$ cat src/rtl/calc_pkg.sv
// Shared calculator definitions: key codes, operator and state encodings.
// The sequencer and the LCD display logic both decode against these values.
package calc_pkg;

  localparam logic [3:0] KEY_ADD = 4'd10;
  localparam logic [3:0] KEY_SUB = 4'd11;
  localparam logic [3:0] KEY_MUL = 4'd12;
  localparam logic [3:0] KEY_DIV = 4'd13;
  localparam logic [3:0] KEY_EQ  = 4'd14;
  localparam logic [3:0] KEY_CLR = 4'd15;

  typedef enum logic [2:0] {
    OP_NONE = 3'd0,
    OP_ADD  = 3'd1,
    OP_SUB  = 3'd2,
    OP_MUL  = 3'd3,
    OP_DIV  = 3'd4
  } op_e;

  typedef enum logic [2:0] {
    ST_ENTER_A = 3'd0,
    ST_OP_SET  = 3'd1,
    ST_ENTER_B = 3'd2,
    ST_EXEC    = 3'd3,
    ST_DONE    = 3'd4,
    ST_ERR     = 3'd5
  } state_e;

  function automatic logic is_digit(input logic [3:0] k);
    return k <= 4'd9;
  endfunction

  function automatic logic is_operator(input logic [3:0] k);
    return (k >= KEY_ADD) && (k <= KEY_DIV);
  endfunction

  function automatic op_e key_to_op(input logic [3:0] k);
    case (k)
      KEY_ADD: return OP_ADD;
      KEY_SUB: return OP_SUB;
      KEY_MUL: return OP_MUL;
      KEY_DIV: return OP_DIV;
      default: return OP_NONE;
    endcase
  endfunction

endpackage

$ cat src/rtl/calc_sequencer_if.sv
// Keypad-in / display-out bundle between the calculator sequencer and its host.
interface calc_sequencer_if;
  import calc_pkg::*;

  logic        key_valid;
  logic [3:0]  key_code;
  logic [7:0]  operand_a;
  logic [7:0]  operand_b;
  logic [2:0]  op;
  logic [15:0] result;
  logic [7:0]  remainder;
  logic        neg;
  logic        result_valid;
  logic        err;
  logic        busy;
  logic        lcd_refresh;

  modport master (
    output key_valid, key_code,
    input  operand_a, operand_b, op, result, remainder, neg,
    input  result_valid, err, busy, lcd_refresh
  );

  modport slave (
    input  key_valid, key_code,
    output operand_a, operand_b, op, result, remainder, neg,
    output result_valid, err, busy, lcd_refresh
  );

endinterface

$ cat src/rtl/calc_div8.sv
// 8-bit restoring divider, one quotient bit per clock, 8 clocks per division.
// The first iteration happens on the start edge so done pulses after the 8th.
module calc_div8 (
  input  logic       clk,
  input  logic       rst,
  input  logic       clr,
  input  logic       start,
  input  logic [7:0] dividend,
  input  logic [7:0] divisor,
  output logic       busy,
  output logic       done,
  output logic [7:0] quotient,
  output logic [7:0] remainder
);

  logic [7:0] divisor_q;
  logic [2:0] iter_cnt;

  // Returns {remainder, quotient} after shifting in one dividend bit.
  function automatic logic [15:0] restore_step(input logic [7:0] rem_in,
                                               input logic [7:0] quo_in,
                                               input logic [7:0] dvs);
    logic [8:0] shifted;
    logic [8:0] trial;
    shifted = {rem_in, quo_in[7]};
    trial   = shifted - {1'b0, dvs};
    if (trial[8]) return {shifted[7:0], quo_in[6:0], 1'b0};
    else          return {trial[7:0],   quo_in[6:0], 1'b1};
  endfunction

  always_ff @(posedge clk or posedge rst) begin
    if (rst) begin
      busy      <= 1'b0;
      done      <= 1'b0;
      iter_cnt  <= 3'd0;
      divisor_q <= 8'd0;
      quotient  <= 8'd0;
      remainder <= 8'd0;
    end else begin
      done <= 1'b0;
      if (clr) begin
        busy     <= 1'b0;
        iter_cnt <= 3'd0;
      end else if (start) begin
        {remainder, quotient} <= restore_step(8'd0, dividend, divisor);
        divisor_q <= divisor;
        iter_cnt  <= 3'd1;
        busy      <= 1'b1;
      end else if (busy) begin
        {remainder, quotient} <= restore_step(remainder, quotient, divisor_q);
        iter_cnt <= iter_cnt + 3'd1;
        if (iter_cnt == 3'd7) begin
          busy <= 1'b0;
          done <= 1'b1;
        end
      end
    end
  end

endmodule

$ cat src/rtl/calc_sequencer.sv
// Keypad calculator sequencer: collects two operands and an operator from a key
// strobe stream, runs the arithmetic and drives display-facing status flags.
module calc_sequencer
  import calc_pkg::*;
#(
  parameter int MAX_OPERAND = 255
) (
  input  logic            clk,
  input  logic            rst,
  calc_sequencer_if.slave bus
);

  localparam logic [11:0] MAX_ENTRY  = 12'(MAX_OPERAND);
  localparam logic [15:0] MAX_RESULT = 16'(MAX_OPERAND);

  state_e             state;
  op_e                op;
  logic [7:0]         operand_a, operand_b, remainder;
  logic [15:0]        result, alu_result;
  logic               neg, result_valid, err, busy, lcd_refresh;
  logic               key_clr, key_digit, key_oper, key_eq;
  logic [11:0]        acc_a, acc_b;
  logic signed [15:0] diff;
  logic               div_start, div_busy, div_done;
  logic [7:0]         div_quo, div_rem;

  // Candidate operand after appending a digit; caller rejects it above MAX_OPERAND.
  function automatic logic [11:0] digit_accum(input logic [7:0] cur, input logic [3:0] digit);
    return ({4'd0, cur} * 12'd10) + {8'd0, digit};
  endfunction

  assign key_clr   = bus.key_valid && (bus.key_code == KEY_CLR);
  assign key_digit = bus.key_valid && is_digit(bus.key_code);
  assign key_oper  = bus.key_valid && is_operator(bus.key_code);
  assign key_eq    = bus.key_valid && (bus.key_code == KEY_EQ);
  assign acc_a     = digit_accum(operand_a, bus.key_code);
  assign acc_b     = digit_accum(operand_b, bus.key_code);
  assign diff      = $signed({8'd0, operand_a}) - $signed({8'd0, operand_b});
  assign div_start = key_eq && (state == ST_ENTER_B) && (op == OP_DIV) && (operand_b != 8'd0);

  always_comb begin
    case (op)
      OP_ADD:  alu_result = {8'd0, operand_a} + {8'd0, operand_b};
      OP_SUB:  alu_result = diff;
      OP_MUL:  alu_result = {8'd0, operand_a} * {8'd0, operand_b};
      default: alu_result = {8'd0, operand_a};
    endcase
  end

  calc_div8 u_div (
    .clk       (clk),
    .rst       (rst),
    .clr       (key_clr),
    .start     (div_start),
    .dividend  (operand_a),
    .divisor   (operand_b),
    .busy      (div_busy),
    .done      (div_done),
    .quotient  (div_quo),
    .remainder (div_rem)
  );

  always_ff @(posedge clk or posedge rst) begin
    if (rst) begin
      state        <= ST_ENTER_A;
      operand_a    <= 8'd0;
      operand_b    <= 8'd0;
      op           <= OP_NONE;
      result       <= 16'd0;
      remainder    <= 8'd0;
      neg          <= 1'b0;
      result_valid <= 1'b0;
      err          <= 1'b0;
      busy         <= 1'b0;
      lcd_refresh  <= 1'b0;
    end else begin
      lcd_refresh <= 1'b0;
      if (key_clr) begin
        state        <= ST_ENTER_A;
        operand_a    <= 8'd0;
        operand_b    <= 8'd0;
        op           <= OP_NONE;
        result       <= 16'd0;
        remainder    <= 8'd0;
        neg          <= 1'b0;
        result_valid <= 1'b0;
        err          <= 1'b0;
        busy         <= 1'b0;
        lcd_refresh  <= 1'b1;
      end else begin
        case (state)
          ST_ENTER_A: begin
            if (key_digit && (acc_a <= MAX_ENTRY)) begin
              operand_a   <= acc_a[7:0];
              lcd_refresh <= 1'b1;
            end else if (key_oper) begin
              op          <= key_to_op(bus.key_code);
              state       <= ST_OP_SET;
              lcd_refresh <= 1'b1;
            end else if (key_eq) begin
              result      <= {8'd0, operand_a};
              remainder   <= 8'd0;
              neg         <= 1'b0;
              op          <= OP_NONE;
              state       <= ST_DONE;
              lcd_refresh <= 1'b1;
            end
          end
          ST_OP_SET: begin
            if (key_digit) begin
              operand_b   <= {4'd0, bus.key_code};
              state       <= ST_ENTER_B;
              lcd_refresh <= 1'b1;
            end else if (key_oper) begin
              op          <= key_to_op(bus.key_code);
              lcd_refresh <= 1'b1;
            end
          end
          ST_ENTER_B: begin
            if (key_digit && (acc_b <= MAX_ENTRY)) begin
              operand_b   <= acc_b[7:0];
              lcd_refresh <= 1'b1;
            end else if (key_eq) begin
              lcd_refresh <= 1'b1;
              if ((op == OP_DIV) && (operand_b == 8'd0)) begin
                state <= ST_ERR;
                err   <= 1'b1;
              end else begin
                state <= ST_EXEC;
                busy  <= 1'b1;
              end
            end
          end
          ST_EXEC: begin
            if (op == OP_DIV) begin
              if (div_done) begin
                result      <= {8'd0, div_quo};
                remainder   <= div_rem;
                neg         <= 1'b0;
                state       <= ST_DONE;
                busy        <= 1'b0;
                lcd_refresh <= 1'b1;
              end else if (!div_busy) begin
                // Divider lost its operation without finishing; never wait forever.
                state       <= ST_ERR;
                busy        <= 1'b0;
                err         <= 1'b1;
                lcd_refresh <= 1'b1;
              end
            end else begin
              result      <= alu_result;
              remainder   <= 8'd0;
              neg         <= (op == OP_SUB) && diff[15];
              state       <= ST_DONE;
              busy        <= 1'b0;
              lcd_refresh <= 1'b1;
            end
          end
          ST_DONE: begin
            // result_valid trails DONE entry by one edge and drops on exit.
            result_valid <= 1'b1;
            if (key_digit) begin
              operand_a    <= {4'd0, bus.key_code};
              operand_b    <= 8'd0;
              op           <= OP_NONE;
              result       <= 16'd0;
              remainder    <= 8'd0;
              neg          <= 1'b0;
              state        <= ST_ENTER_A;
              result_valid <= 1'b0;
              lcd_refresh  <= 1'b1;
            end else if (key_oper) begin
              result_valid <= 1'b0;
              lcd_refresh  <= 1'b1;
              if (!neg && (result <= MAX_RESULT)) begin
                operand_a <= result[7:0];
                op        <= key_to_op(bus.key_code);
                state     <= ST_OP_SET;
              end else begin
                state <= ST_ERR;
                err   <= 1'b1;
              end
            end
          end
          ST_ERR: ;
          default: state <= ST_ENTER_A;
        endcase
      end
    end
  end

  assign bus.operand_a    = operand_a;
  assign bus.operand_b    = operand_b;
  assign bus.op           = op;
  assign bus.result       = result;
  assign bus.remainder    = remainder;
  assign bus.neg          = neg;
  assign bus.result_valid = result_valid;
  assign bus.err          = err;
  assign bus.busy         = busy;
  assign bus.lcd_refresh  = lcd_refresh;

endmodule
$ cat src/flat_wrapper.sv
// flat-port wrapper written by rule: the top's interface ports become plain ports
module calc_sequencer_flat import calc_pkg::*;
#(
  parameter int MAX_OPERAND = 255
)
  (clk, rst, bus_key_valid, bus_key_code, bus_operand_a, bus_operand_b, bus_op, bus_result, bus_remainder, bus_neg, bus_result_valid, bus_err, bus_busy, bus_lcd_refresh);
  calc_sequencer_if bus_i ();
  input  logic clk;
  input  logic rst;
  input wire logic [$bits(bus_i.key_valid)-1:0] bus_key_valid;
  input wire logic [$bits(bus_i.key_code)-1:0] bus_key_code;
  output wire logic [$bits(bus_i.operand_a)-1:0] bus_operand_a;
  output wire logic [$bits(bus_i.operand_b)-1:0] bus_operand_b;
  output wire logic [$bits(bus_i.op)-1:0] bus_op;
  output wire logic [$bits(bus_i.result)-1:0] bus_result;
  output wire logic [$bits(bus_i.remainder)-1:0] bus_remainder;
  output wire logic [$bits(bus_i.neg)-1:0] bus_neg;
  output wire logic [$bits(bus_i.result_valid)-1:0] bus_result_valid;
  output wire logic [$bits(bus_i.err)-1:0] bus_err;
  output wire logic [$bits(bus_i.busy)-1:0] bus_busy;
  output wire logic [$bits(bus_i.lcd_refresh)-1:0] bus_lcd_refresh;
  assign bus_i.key_valid = bus_key_valid;
  assign bus_i.key_code = bus_key_code;
  assign bus_operand_a = bus_i.operand_a;
  assign bus_operand_b = bus_i.operand_b;
  assign bus_op = bus_i.op;
  assign bus_result = bus_i.result;
  assign bus_remainder = bus_i.remainder;
  assign bus_neg = bus_i.neg;
  assign bus_result_valid = bus_i.result_valid;
  assign bus_err = bus_i.err;
  assign bus_busy = bus_i.busy;
  assign bus_lcd_refresh = bus_i.lcd_refresh;
  calc_sequencer #(.MAX_OPERAND(MAX_OPERAND)) u_core (.clk(clk), .rst(rst), .bus(bus_i));
endmodule
$ cat config.mk
export PLATFORM = sky130hd
export DESIGN_NAME = calc_sequencer_flat
export DESIGN_NICKNAME = d
export VERILOG_FILES = /design/src/rtl/calc_pkg.sv /design/src/rtl/calc_sequencer_if.sv /design/src/rtl/calc_div8.sv /design/src/rtl/calc_sequencer.sv /design/src/flat_wrapper.sv
export SDC_FILE = /design/constraint.sdc
export NUM_CORES = 1
export LEC_CHECK = 0
export BUFFER_PORTS_ARGS = -buffer_cell sky130_fd_sc_hd__buf_2
export CAP_MARGIN = 0
export CORE_ASPECT_RATIO = 0.5
export CORE_MARGIN = 1
export CORE_UTILIZATION = 52
export DETAILED_ROUTE_END_ITERATION = 10
export PLACE_DENSITY = 0.73
export SKIP_CTS_REPAIR_TIMING = 1
export SLEW_MARGIN = 10
export SYNTH_ARGS = -nofsm -noshare
export SYNTH_HDL_FRONTEND = slang
export SYNTH_SLANG_ARGS = --single-unit
$ cat constraint.sdc
create_clock -name clk -period 4.4 [get_ports clk]
set_input_delay 0.44 -clock clk [delete_from_list [all_inputs] [get_ports clk]]
set_output_delay 0.44 -clock clk [all_outputs]
set_load 0.02 [all_outputs]
==> out/qor.csv, run 1 <==
stage;metric;value;unit
worst_setup_path;crit-path cells;buf_4 -> and2_1 -> fa_1 -> fa_2 -> fa_1 -> inv_1 -> fa_1 -> inv_1 -> ha_4 -> o21a_4 -> nand2_1 -> a21oi_2 -> o21ai_2 -> mux2i_1 -> o211ai_1 -> a221o_1;
logic_synthesis;Yosys warnings;0;
cts;clk root buf;clkbuf_16;
sta;Slew HR;33.77;%
logic_synthesis;Post-synth top flop;dfrtp_1;
floorplanning;Vert. Die Dim;93.12;µm
floorplanning;die area;17160;µm²
final_layout;design area;9764;µm²
floorplanning;# IOs;55;
placement;Place WS;0.0006666;ns
route;wire per inst;19.58;µm
sta;f_max;0.2314;GHz
worst_setup_path;CP Max Fanout;4;
route;routed vias/inst;5.953;
logic_synthesis;top cells by count, synth;nand2_1 (108), ha_1 (95), inv_1 (94);
worst_setup_path;Worst setup EP type;flip-flop;
grt;first-pass GRT wire length;40.94;mm
cts;number of buffers created by CTS;9;
final_layout;number of fill cells;1397;
sta;Final Cycle Share;98.23;%
placement;Buffers on Ports;54;
logic_synthesis;top cells by area, synth;dfrtp_1 (23%), ha_1 (14%), fa_1 (10%), nand2_1 (4.7%), inv_1 (4.1%);
route;DR DRC count;0;
grt;initial antenna violation count;0;
cts;Sink Count;80;
grt;number of global-route vias before repair;7499;
worst_setup_path;crit-path max cell delay;0.54;ns
route;Starting DRT DRC Count;762;
sta;Slew Viols, Final;0;
logic_synthesis;xor and xnor area share after synthesis;3.333;%
cts;CTS tree;done;
route;antenna-violating nets left;0;
worst_setup_path;Req. time, crit path;4.63;ns
sta;final hold vios;0;
logic_synthesis;Syn Nets;1167;
logic_synthesis;Synth Area in Simple Gates;19.26;%
logic_synthesis;syn avg cell area;8.449;µm²
logic_synthesis;mux contribution to synthesized area;3.304;%
outcome;status;finished, final reports clean;
sta;setup_tns;0;ns
logic_synthesis;distinct cell type count after synthesis;85;
logic_synthesis;largest family of logic cells by synthesized area;adder cells;
final_layout;utilization after layout;61.74;%
floorplanning;Placeable Area;15820;µm²
power_and_ir_drop;Max VDD drop;0.3950;mV
logic_synthesis;Synth Area in Adders;24.08;%
logic_synthesis;Seq/Total Area, Yosys;23.19;%
logic_synthesis;post-synthesis compound-gate area fraction;19.74;%
logic_synthesis;dominant cell type by area after synthesis;dfrtp_1;
sta;Setup Skew;0.01138;ns
floorplanning;DIE WIDTH;184.2;µm
power_and_ir_drop;Static Leak;4.829;nW
power_and_ir_drop;total design power;7.293;mW
floorplanning;Rows;32;
sta;Slew @ Worst Pin;0.9853;ns
floorplanning;Initial Util;54.60;%
route;via count;7828;
grt;global-route usage over all layers;31.37;%
logic_synthesis;FF+latch count, synth;80;
sta;final setup margin;0.07787;ns
route;final WL;25.74;mm
flow_run;number of max-cap violations;0;
worst_setup_path;crit start category;flip-flop;
logic_synthesis;Synth Cell Area;8635;µm²
sta;setup violators final;0;
cts;worst skew pair latency;0.35;ns
power_and_ir_drop;Power Dens Cells;746.9;nW/µm²
placement;routability cong.;0.9755;
cts;H-tree depth;3;
logic_synthesis;async set-or-reset flop fraction in the synthesized netlist;100.0;%
worst_setup_path;slowest CP cell;fa_1;
worst_setup_path;Most common cell on crit path;fa_1;
cts;Clock transition at path regs;0.07;ns
final_layout;Nets;1234;
placement;HPWL reported at the end of detailed placement;20.15;mm
sta;RSZ-0062 raised after global routing;true;
sta;Period minus WS final;4.322;ns
final_layout;Antenna Cells;0;
logic_synthesis;number of synthesized flops with an enable pin;0;
final_layout;share of cells above drive strength 1;16.91;%
route;drt first pass iters;5;
logic_synthesis;Syn Inst Count;1022;
logic_synthesis;area share of the largest cell type after synthesis;23.19;%
grt;largest net degree at the start of global routing;50;
grt;Remaining Overflow, GRT;0;
cts;Longest Clk Path Bufs;2;
worst_setup_path;CP Data Arrival Time;4.55;ns
placement;Area after DPL;9326;µm²
final_layout;synth-to-layout area growth;13.09;%
logic_synthesis;top-count cell post-synth;nand2_1;
worst_setup_path;Setup Crit Path Kind;flip-flop to flip-flop;
hold_path;HP Class;input pin to asynchronous set/reset pin;
==> flip-flops by register name (all words and copies together), names as in the netlist <==
signal                   cells
u_core.bus.result_valid      1
u_core.u_div.busy            1
u_core.u_div.iter_cnt        3
u_core.bus.operand_b         8
u_core.u_div.divisor_q       8
u_core.u_div.done            1
u_core.bus.neg               1
u_core.bus.lcd_refresh       1
u_core.u_div.remainder       8
u_core.bus.err               1
u_core.bus.operand_a         8
u_core.u_div.quotient        8
u_core.bus.busy              1
u_core.state                 3
u_core.bus.remainder         8
u_core.bus.op                3
u_core.bus.result           16
==> layout by cell type (no fill, tap or decap), drive strengths merged, types with 12 or more instances in the layout <==
| master | instances |
|---|---|
| nand3 | 17 |
| a211oi | 12 |
| inv | 98 |
| fa | 43 |
| xnor2 | 20 |
| o21ai | 77 |
| nor3 | 18 |
| buf | 109 |
| nand2 | 108 |
| nor2 | 89 |
| a21oi | 50 |
| ha | 95 |
| xor2 | 12 |
| dfrtp | 80 |
| and3 | 13 |
| and2 | 38 |
| mux2i | 24 |
==> per-stage QoR <==
| stage | hold WS (ns) | std cells |
|---|---|---|
| global placement | 0.4552 | 1293 |
| finish | 0.2626 | 1315 |
| CTS | 0.2991 | 1309 |
| detailed placement | 0.4657 | 1293 |
| floorplan | 0.4523 | 1022 |
| global route | 0.3346 | 1315 |
==> path summary, 6_finish.rpt <==
kind	startpoint	to	slack, ns	cells after the start
worst max register to register	u_core.bus.operand_a[5]	u_core.bus.result[14]	0.08	16
max in group asynchronous	rst	u_core.bus.result[10]	3.23	3
worst max-delay path	u_core.bus.operand_a[5]	u_core.bus.result[14]	0.08	16
worst min register to register	u_core.bus.remainder[7]	u_core.bus.remainder[7]	0.47	2
worst min-delay path	rst	u_core.u_div.divisor_q[0]	0.26	2
min in group clk	u_core.bus.remainder[7]	u_core.bus.remainder[7]	0.47	2
==> per-layer routing <==
metal / up-vias / wire length (µm) / global-route usage [%]
met1: 3766 / 12060 / 45.88
met4: 0 / 523 / 7.917
met3: 44 / 2444 / 7.438
met2: 328 / 10710 / 46.15
li1: 3690 / - / -
met5: - / 0 / 0
==> critical path: cells and delay by family, from the launching register on <==
kind / cells / cell delay, ns
compound gates: 5 / 0.74
fa+ha+maj: 5 / 2.29
buf+inv: 3 / 0.27
flops: 1 / 0.44
mux: 1 / 0.22
simple gates: 2 / 0.24
==> cell families (layout without fill, tap and decap cells) <==
family / after synthesis / in the layout
AND/OR/NAND/NOR: 339 / 339
AO/OA/AOI/OAI: 253 / 253
buffers and inverters: 149 / 221
adder cells (fa/ha/maj): 141 / 141
flip-flops: 80 / 80
XOR/XNOR: 32 / 32
multiplexers: 28 / 28
==> power by group <==
group          total, mW  internal [mW]  switching [mW]  leakage (nW)
sequential          1.15          0.909           0.240          1.01
clock              0.744          0.396           0.348         0.141
combinational       5.40           2.19            3.21          3.68
==> area by class of cell <==
class | count | area [µm²] | share of cell area (%)
clock inverter | 7 | 61.31 | 0.6279
inverter | 96 | 361.6 | 3.703
clock buffer | 9 | 225.2 | 2.307
sequential | 80 | 2014 | 20.63
tap | 221 | 276.5 | 2.832
multi-input combinational | 793 | 6138 | 62.87
timing repair buffer | 109 | 686.9 | 7.035
Note: power is estimated with default switching activity, not from simulation.
==> inputs of run 2 (changes only) <==
--- a/config.mk
+++ b/config.mk
@@ -5,13 +5,14 @@
 export SDC_FILE = /design/constraint.sdc
 export NUM_CORES = 1
 export LEC_CHECK = 0
-export BUFFER_PORTS_ARGS = -buffer_cell sky130_fd_sc_hd__buf_2
 export CAP_MARGIN = 0
 export CORE_ASPECT_RATIO = 0.5
 export CORE_MARGIN = 1
 export CORE_UTILIZATION = 52
+export CTS_BUF_LIST = sky130_fd_sc_hd__clkbuf_8 sky130_fd_sc_hd__clkbuf_16
 export DETAILED_ROUTE_END_ITERATION = 10
-export PLACE_DENSITY = 0.73
+export DONT_BUFFER_PORTS = 1
+export PLACE_DENSITY = 0.7
 export SKIP_CTS_REPAIR_TIMING = 1
 export SLEW_MARGIN = 10
 export SYNTH_ARGS = -nofsm -noshare
==> run 2 against run 1 <==
The flow now finishes with violations (negative hold slack); sequential power grew 10%; largest power group unchanged; critical path type unchanged; count of clock-buffer cells in the layout did not move; hold slack worse by 0.27 ns.
==> out/qor.csv, run 2 (synthesized netlist as in run 1, its figures left out) <==
stage;metric;value;unit
power_and_ir_drop;Flop pwr share;17.3;%
worst_setup_path;CP Data Arrival Time;4.52;ns
power_and_ir_drop;Comb power frac;71.8;%
worst_setup_path;Worst setup EP type;flip-flop;
sta;Slew HR;37.33;%
cts;worst skew pair latency;0.35;ns
sta;Final Cycle Share;97.63;%
sta;Worst Hold Slack;-0.006601;ns
power_and_ir_drop;Int Power;3.613;mW
route;Starting DRT DRC Count;739;
floorplanning;Vert. Die Dim;93.12;µm
floorplanning;die area;17160;µm²
power_and_ir_drop;Max VDD drop;0.4114;mV
worst_setup_path;Register-to-Register Path Depth;14;
cts;Clock transition at path regs;0.07;ns
outcome;status;finished with violations;
grt;initial antenna violation count;0;
worst_setup_path;CP Max Fanout;5;
route;drt first pass iters;6;
sta;Period minus WS final;4.296;ns
final_layout;Antenna Cells;0;
worst_setup_path;slowest CP cell;fa_1;
route;wire per inst;19.95;µm
power_and_ir_drop;NetSw;3.715;mW
grt;Remaining Overflow, GRT;0;
sta;setup violators final;0;
cts;number of buffers created by CTS;9;
route;final WL;25.40;mm
placement;routability cong.;0.9696;
grt;global-route usage over all layers;30.82;%
flow_run;number of max-cap violations;0;
placement;Buffers on Ports;0;
final_layout;most common cell after layout, fill and taps aside;nand2_1;
power_and_ir_drop;Static Leak;4.655;nW
floorplanning;# IOs;55;
cts;CTS tree;done;
worst_setup_path;crit-path cells;buf_4 -> ha_1 -> fa_1 -> fa_1 -> fa_1 -> ha_1 -> ha_4 -> a21o_1 -> nor2_2 -> nand2_1 -> o21ai_2 -> mux2i_1 -> o211ai_1 -> a221o_1;
worst_setup_path;Setup Crit Path Kind;flip-flop to flip-flop;
power_and_ir_drop;clock share of power;11.0;%
floorplanning;Placeable Area;15820;µm²
route;via count;7729;
worst_setup_path;crit-path max cell delay;0.53;ns
worst_setup_path;Req. time, crit path;4.63;ns
outcome;failing checks;negative hold slack;
power_and_ir_drop;Power Dens Cells;758.3;nW/µm²
cts;clk root buf;clkbuf_16;
worst_setup_path;reg2reg setup slack;0.10;ns
sta;Setup Skew;0.01300;ns
sta;RSZ-0062 raised after global routing;true;
final_layout;max reg flops;16;
sta;Slew @ Worst Pin;0.9349;ns
final_layout;share of cells above drive strength 1;13.97;%
final_layout;most frequent cells in the layout;nand2_1 (108), inv_1 (93), ha_1 (88);
worst_setup_path;crit start category;flip-flop;
cts;Sink Count;80;
sta;final hold vios;21;
final_layout;register with the most flip-flops;u_core.bus.result;
placement;HPWL reported at the end of detailed placement;19.44;mm
final_layout;utilization after layout;61.11;%
worst_setup_path;Worst R2R End;u_core.bus.result[14];
worst_setup_path;Most common cell on crit path;fa_1;
floorplanning;Rows;32;
floorplanning;DIE WIDTH;184.2;µm
grt;first-pass GRT wire length;40.39;mm
power_and_ir_drop;switch share;50.69;%
route;routed vias/inst;6.071;
route;DR DRC count;0;
sta;f_max;0.2328;GHz
grt;number of global-route vias before repair;7404;
final_layout;Nets;1193;
route;antenna-violating nets left;0;
worst_setup_path;Reg-to-Reg Start;u_core.bus.operand_a[5];
cts;H-tree depth;3;
hold_path;HP Class;input pin to asynchronous set/reset pin;
grt;largest net degree at the start of global routing;50;
placement;placed insts;1244;
cts;Longest Clk Path Bufs;2;
floorplanning;Initial Util;54.60;%
final_layout;Post-Layout Cell Count;1273;
final_layout;synth-to-layout area growth;11.93;%
sta;Slew Viols, Final;0;
==> run 2: cell types whose count changed in the layout (fill, tap and decap cells not counted), sizes merged <==
cell	change
inv	-4
buf	-41
clkinvlp	-1
bufinv	+2
clkinv	+2
==> run 2: power by group through the flow <==
stage	registers [mW]	clock network, mW	logic (mW)
after global routing	1.29	0.839	5.85
after CTS	1.26	0.814	4.83
after floorplan	1.27	0	3.49
after detailed placement	1.27	0	4.80
after global placement	1.26	0	4.70
final	1.27	0.803	5.26
==> run 2: layout make-up <==
| cell class | count | area [µm²] |
|---|---|---|
| Multi-Input combinational cell | 793 | 6177 |
| Tap cell | 221 | 276.5 |
| Fill cell | 1345 | 6151 |
| Clock inverter | 6 | 86.33 |
| Clock buffer | 9 | 225.2 |
| Timing Repair Buffer | 68 | 521.8 |
| Inverter | 96 | 361.6 |
| Sequential cell | 80 | 2016 |
==> run 2: metal layers <==
| layer | global-route usage, % | up-vias | routed length (µm) |
|---|---|---|---|
| met4 | 4.583 | 0 | 367 |
| met3 | 7.944 | 38 | 2615 |
| met5 | 0 | - | 0 |
| met2 | 46.84 | 332 | 10760 |
| li1 | - | 3613 | - |
| met1 | 44.69 | 3746 | 11660 |
==> run 2: worst max-delay path by stage <==
stage | start | end | slack (ns) | depth (start not counted)
2_1_floorplan | u_core.bus.operand_a[2] | u_core.bus.result[14] | -0.04 | 16
3_3_place_gp | u_core.bus.operand_a[5] | u_core.bus.result[14] | 0.05 | 16
3_5_place_dp | u_core.bus.operand_a[2] | u_core.bus.result[14] | -0.007 | 15
4_1_cts | u_core.bus.operand_a[2] | u_core.bus.result[14] | -0.04 | 15
5_1_grt | u_core.bus.operand_a[3] | u_core.bus.result[9] | -0.12 | 17
6_report | u_core.bus.operand_a[5] | u_core.bus.result[14] | 0.10 | 14
==> run 2: worst max-delay path, delay by kind of cell, from the launching register on <==
kind                       cells  cell delay [ns]
AOI/OAI and AO/OA              4             0.77
buffers and inverters          1             0.16
muxes                          1             0.20
DFF                            1             0.46
and+or+nand+nor                2             0.22
adders and majority gates      6             2.35
==> run 2: stage by stage <==
step / power [mW] / cell area (µm²) / TNS [ns] / setup slack (ns) / hold slack [ns]
floorplan: 4.754 / 8677 / -0.03973 / -0.03973 / 0.4523
global placement: 5.958 / 9094 / 0 / 0.04641 / 0.3692
detailed placement: 6.067 / 9094 / -0.007361 / -0.007361 / 0.3773
CTS: 6.896 / 9405 / -0.03938 / -0.03938 / 0.01426
global route: 7.975 / 9664 / -0.4713 / -0.1240 / 0.03952
finish: 7.328 / 9664 / 0 / 0.1044 / -0.006601
